`config.mk`:
```
export PLATFORM = sky130hd
export DESIGN_NAME = memory_stage
export DESIGN_NICKNAME = d
export VERILOG_FILES = /design/src/rtl/memory_stage_pkg.sv /design/src/rtl/wb_mux.sv /design/src/rtl/memory_stage.sv
export SDC_FILE = /design/constraint.sdc
export NUM_CORES = 1
export LEC_CHECK = 0
export CAP_MARGIN = 20
export CORE_MARGIN = 10
export CORE_UTILIZATION = 51
export CTS_CLUSTER_SIZE = 12
export DETAILED_ROUTE_END_ITERATION = 8
export PLACE_DENSITY = 0.9
export RECOVER_POWER = 25
export SLEW_MARGIN = 20
export SYNTH_ARGS = -nofsm -noshare
export SYNTH_HDL_FRONTEND = slang
export SYNTH_HIERARCHICAL = 1
export SYNTH_SLANG_ARGS = --single-unit
```
`constraint.sdc`:
```
create_clock -name CLK -period 2.8 [get_ports CLK]
set_clock_uncertainty 0.1 [all_clocks]
set_input_delay 0.42 -clock CLK [delete_from_list [all_inputs] [get_ports CLK]]
set_output_delay 0.42 -clock CLK [all_outputs]
set_load 0.01 [all_outputs]
```
`src/rtl/memory_stage_pkg.sv`:
```
// Shared types for the memory stage: widths, writeback selector and request FSM states,
// plus the packed EX/MEM register layout.
package memory_stage_pkg;
  localparam int WORD_W = 32;
  localparam int REG_W  = 5;

  typedef logic [WORD_W-1:0] word_t;

  typedef enum logic [1:0] {RS_ALU, RS_LOAD, RS_NPC, RS_LUI} regsel_t;
  typedef enum logic [1:0] {MS_IDLE, MS_BUSY, MS_DONE, MS_HALTED} memstate_t;

  typedef struct packed {
    logic             ren;
    logic             wen;
    logic             regwr;
    logic [1:0]       regsel;
    logic [REG_W-1:0] regdst;
    word_t            aluout;
    word_t            store;
    word_t            npc;
    word_t            lui;
    logic             halt;
    word_t            instr;
  } exmem_t;
endpackage

```
`src/rtl/wb_mux.sv`:
```
// Writeback source selector; also used by the writeback stage.
module wb_mux
  import memory_stage_pkg::*;
(
  input  logic [1:0] sel,
  input  word_t      alu,
  input  word_t      load,
  input  word_t      npc,
  input  word_t      lui,
  output word_t      dat
);
  always_comb begin
    dat = alu;
    case (sel)
      RS_ALU:  dat = alu;
      RS_LOAD: dat = load;
      RS_NPC:  dat = npc;
      RS_LUI:  dat = lui;
      default: dat = alu;
    endcase
  end
endmodule

```
`src/rtl/memory_stage.sv`:
```
// EX/MEM register, dcache request FSM and MEM/WB register.
// Request valid/ready: dmemREN/dmemWEN are held with stable address/data until the cycle dhit=1.
module memory_stage
  import memory_stage_pkg::*;
(
  input  logic        CLK,
  input  logic        nRST,
  input  logic        memen,
  input  logic        flush,
  input  logic        wben,
  input  logic [31:0] ALUOut,
  input  logic [31:0] dmemstore_in,
  input  logic        dREN,
  input  logic        dWEN,
  input  logic        regWr,
  input  logic [1:0]  regSel,
  input  logic [4:0]  regDst,
  input  logic [31:0] nPC,
  input  logic [31:0] lui,
  input  logic        halt,
  input  logic [31:0] instr,
  input  logic        dhit,
  input  logic [31:0] dmemload,
  output logic        dmemREN,
  output logic        dmemWEN,
  output logic [31:0] dmemaddr,
  output logic [31:0] dmemstore,
  output logic        mem_stall,
  output logic        fwd_wen,
  output logic [4:0]  fwd_dst,
  output logic [31:0] fwd_dat,
  output logic        regWr_next,
  output logic        halt_next,
  output logic [4:0]  regDst_next,
  output logic [31:0] wdat_next,
  output logic [31:0] instr_next,
  output logic [1:0]  state
);
  exmem_t    ex, ex_in;
  memstate_t state_q;
  word_t     ldbuf, load_dat, sel_dat;
  logic      halted, mem_op, active, complete, wb_load, ex_load;

  always_comb begin
    ex_in        = '0;
    ex_in.ren    = dREN;
    ex_in.wen    = dWEN;
    ex_in.regwr  = regWr;
    ex_in.regsel = regSel;
    ex_in.regdst = regDst;
    ex_in.aluout = ALUOut;
    ex_in.store  = dmemstore_in;
    ex_in.npc    = nPC;
    ex_in.lui    = lui;
    ex_in.halt   = halt;
    ex_in.instr  = instr;
  end

  // A latched memory op issues its request combinationally from IDLE, so IDLE and BUSY both drive it.
  assign halted   = (state_q == MS_HALTED);
  assign mem_op   = ex.ren | ex.wen;
  assign active   = mem_op & ((state_q == MS_IDLE) | (state_q == MS_BUSY));
  assign complete = (active & dhit & wben) | ((state_q == MS_DONE) & wben);
  assign wb_load  = complete | (~mem_op & (state_q == MS_IDLE) & wben);

  // Stall covers a dhit seen while writeback is blocked, so EX/MEM keeps the op DONE still needs.
  assign mem_stall = (active & ~(dhit & wben)) | ((state_q == MS_DONE) & ~wben);
  assign ex_load   = memen & ~mem_stall & ~halted;

  // Both enables set is treated as a store.
  assign dmemREN   = active & ex.ren & ~ex.wen;
  assign dmemWEN   = active & ex.wen;
  assign dmemaddr  = active ? ex.aluout : '0;
  assign dmemstore = active ? ex.store : '0;

  assign load_dat = (state_q == MS_DONE) ? ldbuf : dmemload;

  wb_mux u_wb_mux (
    .sel  (ex.regsel),
    .alu  (ex.aluout),
    .load (load_dat),
    .npc  (ex.npc),
    .lui  (ex.lui),
    .dat  (sel_dat)
  );

  assign fwd_wen = ex.regwr & (ex.regdst != '0) & (ex.regsel != RS_LOAD);
  assign fwd_dst = ex.regdst;
  assign fwd_dat = sel_dat;
  assign state   = state_q;

  // A finished memory op that is not replaced becomes a bubble so it is neither reissued nor rewritten.
  always_ff @(posedge CLK or negedge nRST) begin
    if (!nRST) begin
      ex <= '0;
    end else if (!halted) begin
      if (flush)         ex <= '0;
      else if (ex_load)  ex <= ex_in;
      else if (complete) ex <= '0;
    end
  end

  always_ff @(posedge CLK or negedge nRST) begin
    if (!nRST) begin
      state_q <= MS_IDLE;
      ldbuf   <= '0;
    end else begin
      if (active & dhit) ldbuf <= dmemload;
      case (state_q)
        MS_IDLE, MS_BUSY: begin
          if (flush)       state_q <= MS_IDLE;
          else if (active) state_q <= dhit ? (wben ? MS_IDLE : MS_DONE) : MS_BUSY;
          else             state_q <= MS_IDLE;
        end
        MS_DONE:   if (flush | wben) state_q <= MS_IDLE;
        MS_HALTED: state_q <= MS_HALTED;
        default:   state_q <= MS_IDLE;
      endcase
      if (wb_load & ex.halt) state_q <= MS_HALTED;
    end
  end

  always_ff @(posedge CLK or negedge nRST) begin
    if (!nRST) begin
      regWr_next  <= 1'b0;
      halt_next   <= 1'b0;
      regDst_next <= '0;
      wdat_next   <= '0;
      instr_next  <= '0;
    end else if (wb_load) begin
      regWr_next  <= ex.regwr & (ex.regdst != '0);
      halt_next   <= ex.halt;
      regDst_next <= ex.regdst;
      wdat_next   <= sel_dat;
      instr_next  <= ex.instr;
    end
  end
endmodule

```
======== Word level (Yosys, flattened, before mapping) ========
Cells that the tools add are included.
cells by class
  add/subtract/negate cells ............... 0
  $mul .................................... 0
  divide/modulo/power cells ............... 0
  order comparisons ....................... 0
  eq/ne operators ......................... 8
  shift operators ......................... 0
  multiplexer cells ....................... 14
  bitwise operators ....................... 29
  reductions and logical operators ........ 6
operators by type and width
  cell                  number
  $mux W171             3
  $pmux W32 S4          1
  $mux W32              3
  $and A1 B1 Y1         17
  $mux W2               6
  $eq A2 B2 Y1 const B  4
  $not A1 Y1            6
  $or A1 B1 Y1          6
  $pmux W2 S3           1
  $reduce_bool A5 Y1    1
  $eq A2 B1 Y1 const B  2
  $logic_not A2 Y1      2
  $ne A3 B1 Y1 const B  1
  $reduce_bool A3 Y1    1
  $ne A2 B1 Y1 const B  1
  $reduce_and A2 Y1     1
  $reduce_or A2 Y1      1
word-level totals
  flip-flop bits (word level) ............. 276
  bits in latches ......................... 0
  memory bits (writable) .................. 0
  ROM bits ................................ 0
  bits of input ports ..................... 209
  logic and storage cells ................. 75
  memories kept ........................... 0

======== Logic depth before layout (Yosys ltp) ========
Gate-level depths: netlist of the first run.
  word-level depth ........................ 10
  mapped depth ............................ 7
  gate-level depth less buffers ........... 4

======== By module ========
The synthesis of the first run kept the hierarchy.
modules (own cells, without submodules)
  module        instances  cells each  area an instance (µm²)  seq. area each (µm²)
  memory_stage  1          1538        15792.6                 6906.6
  wb_mux        1          39          814.5                   0.0

======== Worst setup path after synthesis of the first run ========
OpenSTA, ideal clock, no wires.
  path type ............................... reg-to-output
  start point ............................. reg state_q[1] (netlist: state[1])
  end point ............................... out fwd_dat[28]
  arrival ................................. 2.075 ns
  slack ................................... 0.205 ns
  stages on the path, launching flop included .. 7
  buffers on the path ..................... 3
  path through ............................ dfrtp_1 -> buf_2 -> nand2b_1 -> clkbuf_1 -> buf_2 -> mux2_2 -> mux4_1
between the ends
  word-level cells in the longest chain between the ends .. 3
RTL lines
  element                   RTL line             source
  start: declaration        memory_stage.sv:40   memstate_t state_q;
  start signal: assignment  memory_stage.sv:112  else if (active) state_q <= dhit ? (wben ? MS_IDLE : MS_DONE) : MS_BUSY;
  $eq A2 B2 Y1              memory_stage.sv:76   assign load_dat = (state_q == MS_DONE) ? ldbuf : dmemload;
  $mux W32                  memory_stage.sv:76
  net load_dat[28]          memory_stage.sv:41   word_t ldbuf, load_dat, sel_dat;
  $pmux W32 S4              wb_mux.sv:14         case (sel)
  end: declaration          memory_stage.sv:31   output logic [31:0] fwd_dat,
The timed path passes the listed nets, and every way through them passes these cells.

======== Worst setup path after layout of the first run ========
Same ends and word-level chain as after synthesis.

==> results of run 1 <==
[per-layer routing]
metal | routed length (µm) | part of all wire, % | global-route usage (%) | up-vias
li1 | - | - | - | 6573
met1 | 23500 | 37 | 36.1 | 7827
met2 | 31200 | 48 | 48.5 | 1007
met3 | 6320 | 9.8 | 7.87 | 185
met4 | 3280 | 5.1 | 15.4 | 6
met5 | 42 | 0.065 | 0 | -
[stage by stage]
stage | total power [mW] | util, %
2_1_floorplan | 9.14 | -
3_3_place_gp | 11.9 | 64.5
3_5_place_dp | 12.2 | 64.5
4_1_cts | 16.5 | 68.8
5_1_grt | 17.4 | 69.2
6_report | 16.8 | 69.2
[critical path, delay by kind of cell (launching register included)]
kind	cells	cell delay, ps
buf+inv	2	360
flops	1	500
mux	2	830
simple gates	1	250
[registers in the layout, indices dropped and copies added, names as in the netlist]
name	flops
fwd_dst	5
ldbuf	32
ex	166
halt_next	1
state	2
regDst_next	5
instr_next	32
wdat_next	32
regWr_next	1
[cell families (layout without fill, tap and decap cells)]
family / after synthesis / in the layout
and+or+nand+nor: 419 / 419
DFF: 276 / 276
other: 0 / 14
buffers and inverters: 360 / 706
muxes: 167 / 167
AOI/OAI and AO/OA: 355 / 355
[area by class of cell]
class / instances / area [µm²] / area share [%]
diodes: 14 / 35.0 / 0.156
clock buffers: 42 / 846 / 3.77
multi-input cells: 941 / 8270 / 36.9
inverters: 176 / 666 / 2.97
flip-flops and latches: 276 / 6920 / 30.9
repair buffers: 478 / 5010 / 22.4
clock inverters: 10 / 114 / 0.508
well taps: 442 / 553 / 2.47
[timing repair]
item,CTS,global route
gates cloned,5,4
endpoints found under the hold margin,58,0
setup buffers,21,8
resized for setup,280,38
setup endpoints to repair,99,48
pin swaps,2,1
hold buffers,1,0
[cells in the final DEF (no fill, tap or decap), types with 3 or more instances in the layout]
cell type,instances
nand3_1,169
clkbuf_1,7
and3_1,169
o221ai_1,114
buf_4,54
clkbuf_2,5
buf_6,35
buf_12,23
nor2_1,3
inv_1,175
mux2_4,28
a31oi_1,97
mux4_2,32
and2_1,64
o2bb2ai_1,3
a31oi_2,73
clkdlybuf4s50_1,286
buf_16,4
clkbuf_16,34
diode_2,14
mux2_2,106
nand2b_1,3
dfrtp_1,272
dlygate4sd2_1,38
clkbuf_8,5
clkinv_2,6
o221ai_2,55
clkdlybuf4s15_1,23
[power by group through the flow]
stage | sequential [mW] | clock, mW | combinational, mW
after detailed placement | 6.04 | 0 | 6.14
after global placement | 5.92 | 0 | 5.97
after global routing | 6.17 | 4.15 | 7.09
after CTS | 6.00 | 4.00 | 6.52
final | 6.06 | 3.97 | 6.75
after floorplan | 5.91 | 0 | 3.24
[worst max path at each step]
stage,from,end,cells past startpoint
3_3_place_gp,dmemload[29],fwd_dat[29],4
6_report,state[1],fwd_dat[28],5
4_1_cts,state[1],fwd_dat[8],6
5_1_grt,state[0],fwd_dat[28],5
2_1_floorplan,state[1],fwd_dat[28],6
3_5_place_dp,dmemload[29],fwd_dat[29],4
==> results.json, run 1 <==
{
  "yosys_warnings": 6,
  "outcome": "finished, violations left",
  "cts_buffers": 30,
  "num_rows": 66,
  "wl_per_cell_um": 27.0,
  "combPwrFrac_pct": 40.2,
  "hold_depth": 3,
  "syn_area_per_cell_um2": 10.5,
  "die_w_um": 200,
  "overflow": 0,
  "syn_area_um2": 16600,
  "fin_nets": 2112,
  "ant_nets": 0,
  "pre_cts_ws_ps": 17.7,
  "syn_inst": 1577,
  "worst_pin_slew_ps": 1690,
  "cp.required_ps": 2280,
  "dieArea_um2": 40200,
  "holdPathEnd": "ex[169]",
  "start_util_pct": 51.3,
  "insertion_delay_ps": 570,
  "reg2regPathDepth": 7,
  "netSwitchingFraction_pct": 36.1,
  "antenna_found_initial": 14,
  "post-place-cells": 2278,
  "worstPathArrival_ps": 2510,
  "intPower_mw": 10.7,
  "drv_cap": 1,
  "num_vias": 15598,
  "clk_path_buf_depth": 3,
  "yosys.area_share.xor_xnor_pct": 0,
  "leakage_nw": 10.4,
  "synth_seq_area_share_pct": 41.6,
  "relSlewSlack_pct": -13.0,
  "setup_ws_ps": -232,
  "yosys.area_share.simple_pct": 14.4,
  "synth_top_cell_by_area": "dfrtp_1",
  "synth_flop_cell": "dfrtp_1",
  "timing.rr.end": "ex[144]",
  "synthMuxAreaShare_pct": 13.5,
  "p_clk_share_pct": 23.7,
  "synthDominantCellAreaShare_pct": 41.6,
  "path_clk_slew_ps": 60,
  "yosys-top-cells-area": "dfrtp_1, mux2_2, and3_1",
  "cp_slowest_stage_delay_ps": 500,
  "synthToLayoutAreaGrowth_pct": 34.9,
  "max_freq_mhz": 330,
  "rrSetupSlack_ps": 170,
  "ys_async_sr_fraction_pct": 100,
  "first_global_vias": 15674,
  "dp.final_hpwl_um": 40000,
  "dpl-instance-area_um2": 20900,
  "drc": 0,
  "viasPerCell": 6.56,
  "fin_cells": 2379,
  "wl_um": 64300,
  "setup_viol": 32,
  "rsz0062_at_grt": "true",
  "gp_congestion": 0.868,
  "die_h_um": 200,
  "drt_first_pass_iters": 5,
  "cts_tree": "built",
  "synth_commonest_cells": "dfrtp_1, inv_1, and3_1, nand3_1, mux2_2",
  "power.density_nw_per_um2": 748,
  "nFillCells": 2218,
  "syn_nets": 1786,
  "hp-start": "dWEN",
  "yosysMostFrequentCell": "dfrtp_1",
  "slew_violations": 64,
  "pin_count": 387,
  "post-route-min-period_ps": 3030,
  "worst_setup_path_end_kind": "primary output",
  "pwr-share-seq_pct": 36.1,
  "hold_path.class": "in2reg",
  "fin_setup_tns_ps": -5890,
  "cpMaxStageDelayCell": "dfrtp_4",
  "peakVddDrop_v": 0.000714,
  "core_area_um2": 32400,
  "crit_type": "reg2out",
  "grt_max_degree": 175,
  "synth_edf_count": 0,
  "track_usage_pct": 29.9,
  "reg2reg_from": "state[1]",
  "whs_ps": 326,
  "drive_gt1_share_pct": 25.3,
  "synth_fa_ha_area_share_pct": 0,
  "clkSinkCount": 276,
  "synth_compound_area_share_pct": 20.9,
  "yosysUniqueCellTypes": 39,
  "crit_chain": "nand2b_4, buf_12, mux2_4, mux4_2, buf_6",
  "critPathMaxFanout": 8,
  "cts_htree_levels": 1,
  "drt_iter0_drc": 1676,
  "net-switching-power_mw": 6.06,
  "stdcell_area_um2": 22400,
  "crit_path_start_kind": "flip-flop",
  "numPortBuffers": 386,
  "synth_seq_cells": 276,
  "root_buffer": "clkbuf_16",
  "violations": "max-capacitance violations, max-slew violations, negative setup slack",
  "min_period_over_period_pct": 108,
  "grt_pass1_wl_um": 96700,
  "finalHoldViolations": 0,
  "synth_top_family_by_area": "compound AO/OA/AOI/OAI gates"
}
Note: power is estimated with default switching activity, not from simulation.
==> run 2: changes to the inputs <==
- CORE_MARGIN: 10 -> 2
==> run 2 against run 1 <==
  * The flow still finishes with violations (max-capacitance violations, max-slew violations, negative setup slack)
  * Critical endpoint is now fwd_dat[17]
  * Register-to-register slack improved by 50 ps
  * First-iteration DRC count grew 5.1%
  * Via count grew 1.2%
  * Routed wire length shrank 3.1%
  * Clock-buffer cell count up 4
  * Clock power rose by 4%
  * Sequential cell count stayed put
  * Final area rose by 0.16%
  * Cell count fell by 0.13%
  * Combinational power decreased by 0.7%
  * Setup slack better by 28 ps
==> results.json, run 2 (same netlist as run 1, synthesis figures left out) <==
{
  "num_rows": 66,
  "numPortBuffers": 386,
  "rsz0062_at_grt": "true",
  "cts_htree_levels": 1,
  "wl_per_cell_um": 26.3,
  "overflow": 0,
  "relSlewSlack_pct": -15.7,
  "dp.final_hpwl_um": 36500,
  "core_area_um2": 32300,
  "cp_slowest_stage_delay_ps": 490,
  "power.density_nw_per_um2": 754,
  "regMostFlops": "ex",
  "cts_buffers": 31,
  "drt_first_pass_iters": 6,
  "gp_congestion": 0.863,
  "holdPathEnd": "ex[169]",
  "reg2reg_from": "state[1]",
  "whs_ps": 294,
  "drive_gt1_share_pct": 26.3,
  "pin_count": 387,
  "worst_pin_slew_ps": 1740,
  "antenna_found_initial": 12,
  "cpMaxStageDelayCell": "mux4_2",
  "die_w_um": 184,
  "largest_register_ffs": 166,
  "setup_ws_ps": -204,
  "dieArea_um2": 34000,
  "min_period_over_period_pct": 107,
  "cts_tree": "built",
  "hold_path.class": "in2reg",
  "outcome": "finished, violations left",
  "die_h_um": 184,
  "critical-path-top-delay-family": "multiplexers",
  "path_clk_slew_ps": 60,
  "crit_path_start_kind": "flip-flop",
  "drv_cap": 1,
  "reg2regPathDepth": 7,
  "drt_iter0_drc": 1761,
  "worst_setup_path_end_kind": "primary output",
  "cp.required_ps": 2280,
  "finalHoldViolations": 0,
  "violations": "max-capacitance violations, max-slew violations, negative setup slack",
  "first_global_vias": 15983,
  "nFillCells": 2176,
  "max_freq_mhz": 333,
  "fin_nets": 2108,
  "mostFrequentLayoutCells": "clkdlybuf4s50_1, dfrtp_1, inv_1",
  "fin_setup_tns_ps": -4200,
  "setup_viol": 33,
  "drc": 0,
  "crit_type": "reg2out",
  "rrSetupSlack_ps": 220,
  "wl_um": 62400,
  "clkSinkCount": 276,
  "stdcell_area_um2": 22400,
  "power_mw": 16.9,
  "crit_chain": "nand2b_4, buf_12, buf_16, mux2_4, mux4_2, buf_6",
  "worstPathArrival_ps": 2480,
  "start_util_pct": 51.4,
  "viasPerCell": 6.64,
  "leakage_nw": 10.3,
  "mostFrequentLayoutCell": "clkdlybuf4s50_1",
  "critPathMaxFanout": 7,
  "peakVddDrop_v": 0.000512,
  "hp-start": "dWEN",
  "dpl-instance-area_um2": 20800,
  "track_usage_pct": 35.1,
  "slew_violations": 60,
  "root_buffer": "clkbuf_16",
  "path_buf_inv": 3,
  "timing.rr.end": "ex[139]",
  "ant_nets": 0,
  "grt_max_degree": 89,
  "post-route-min-period_ps": 3000,
  "num_vias": 15779,
  "clk_path_buf_depth": 3,
  "grt_pass1_wl_um": 93000,
  "hold_depth": 3,
  "synthToLayoutAreaGrowth_pct": 35.2,
  "insertion_delay_ps": 570
}
## run 2: layout make-up
class,count,area (µm²),share of cell area (%)
multi-input combinational,941,8270,36.8
sequential,276,6920,30.8
timing repair buffer,473,5000,22.3
clock buffer,46,892,3.97
inverter,176,666,2.97
tap,442,553,2.46
clock inverter,12,119,0.530
antenna,10,25.0,0.111
## run 2: how the worst max path moves through the flow
stage	from	end	slack [ps]	depth (start not counted)
6_report	state[0]	fwd_dat[17]	-200	6
5_1_grt	state[0]	fwd_dat[15]	-240	6
4_1_cts	state[0]	fwd_dat[24]	-260	6
3_5_place_dp	dmemload[28]	fwd_dat[28]	70	4
3_3_place_gp	dmemload[28]	fwd_dat[28]	100	4
2_1_floorplan	state[1]	fwd_dat[28]	210	6
## run 2: power by group
| part | internal, mW | switching, mW |
|---|---|---|
| Sequential | 5.06 | 1.04 |
| Clock | 2.38 | 1.75 |
| Combinational | 3.38 | 3.32 |
## run 2: per-layer routing
layer | GRT usage, % | up-vias | part of all wire, %
met5 | 0 | - | 0.080
li1 | - | 6569 | -
met4 | 22.4 | 8 | 6.5
met3 | 9.25 | 285 | 11
met2 | 56.4 | 1123 | 48
met1 | 41.9 | 7794 | 35
## run 2: worst register-to-register path, delay by kind of cell, from the launching register on
kind / cells / cell delay [ps]
flops: 1 / 510
compound gates: 3 / 800
buf+inv: 4 / 1030
## run 2: repair_timing
action | CTS | global route
buffers inserted | 16 | 9
resized for setup | 306 | 46
gates cloned | 6 | 3
endpoints found under the setup margin | 98 | 78
hold buffers | 1 | 0
endpoints found under the hold margin | 52 | 0
## run 2: stage by stage
stage	util [%]	instances	setup slack (ps)
3_5_place_dp	64.6	2275	69.8
3_3_place_gp	64.6	2275	102
6_report	69.5	2376	-204
5_1_grt	69.5	2373	-242
2_1_floorplan	-	1577	205
4_1_cts	69.1	2356	-261
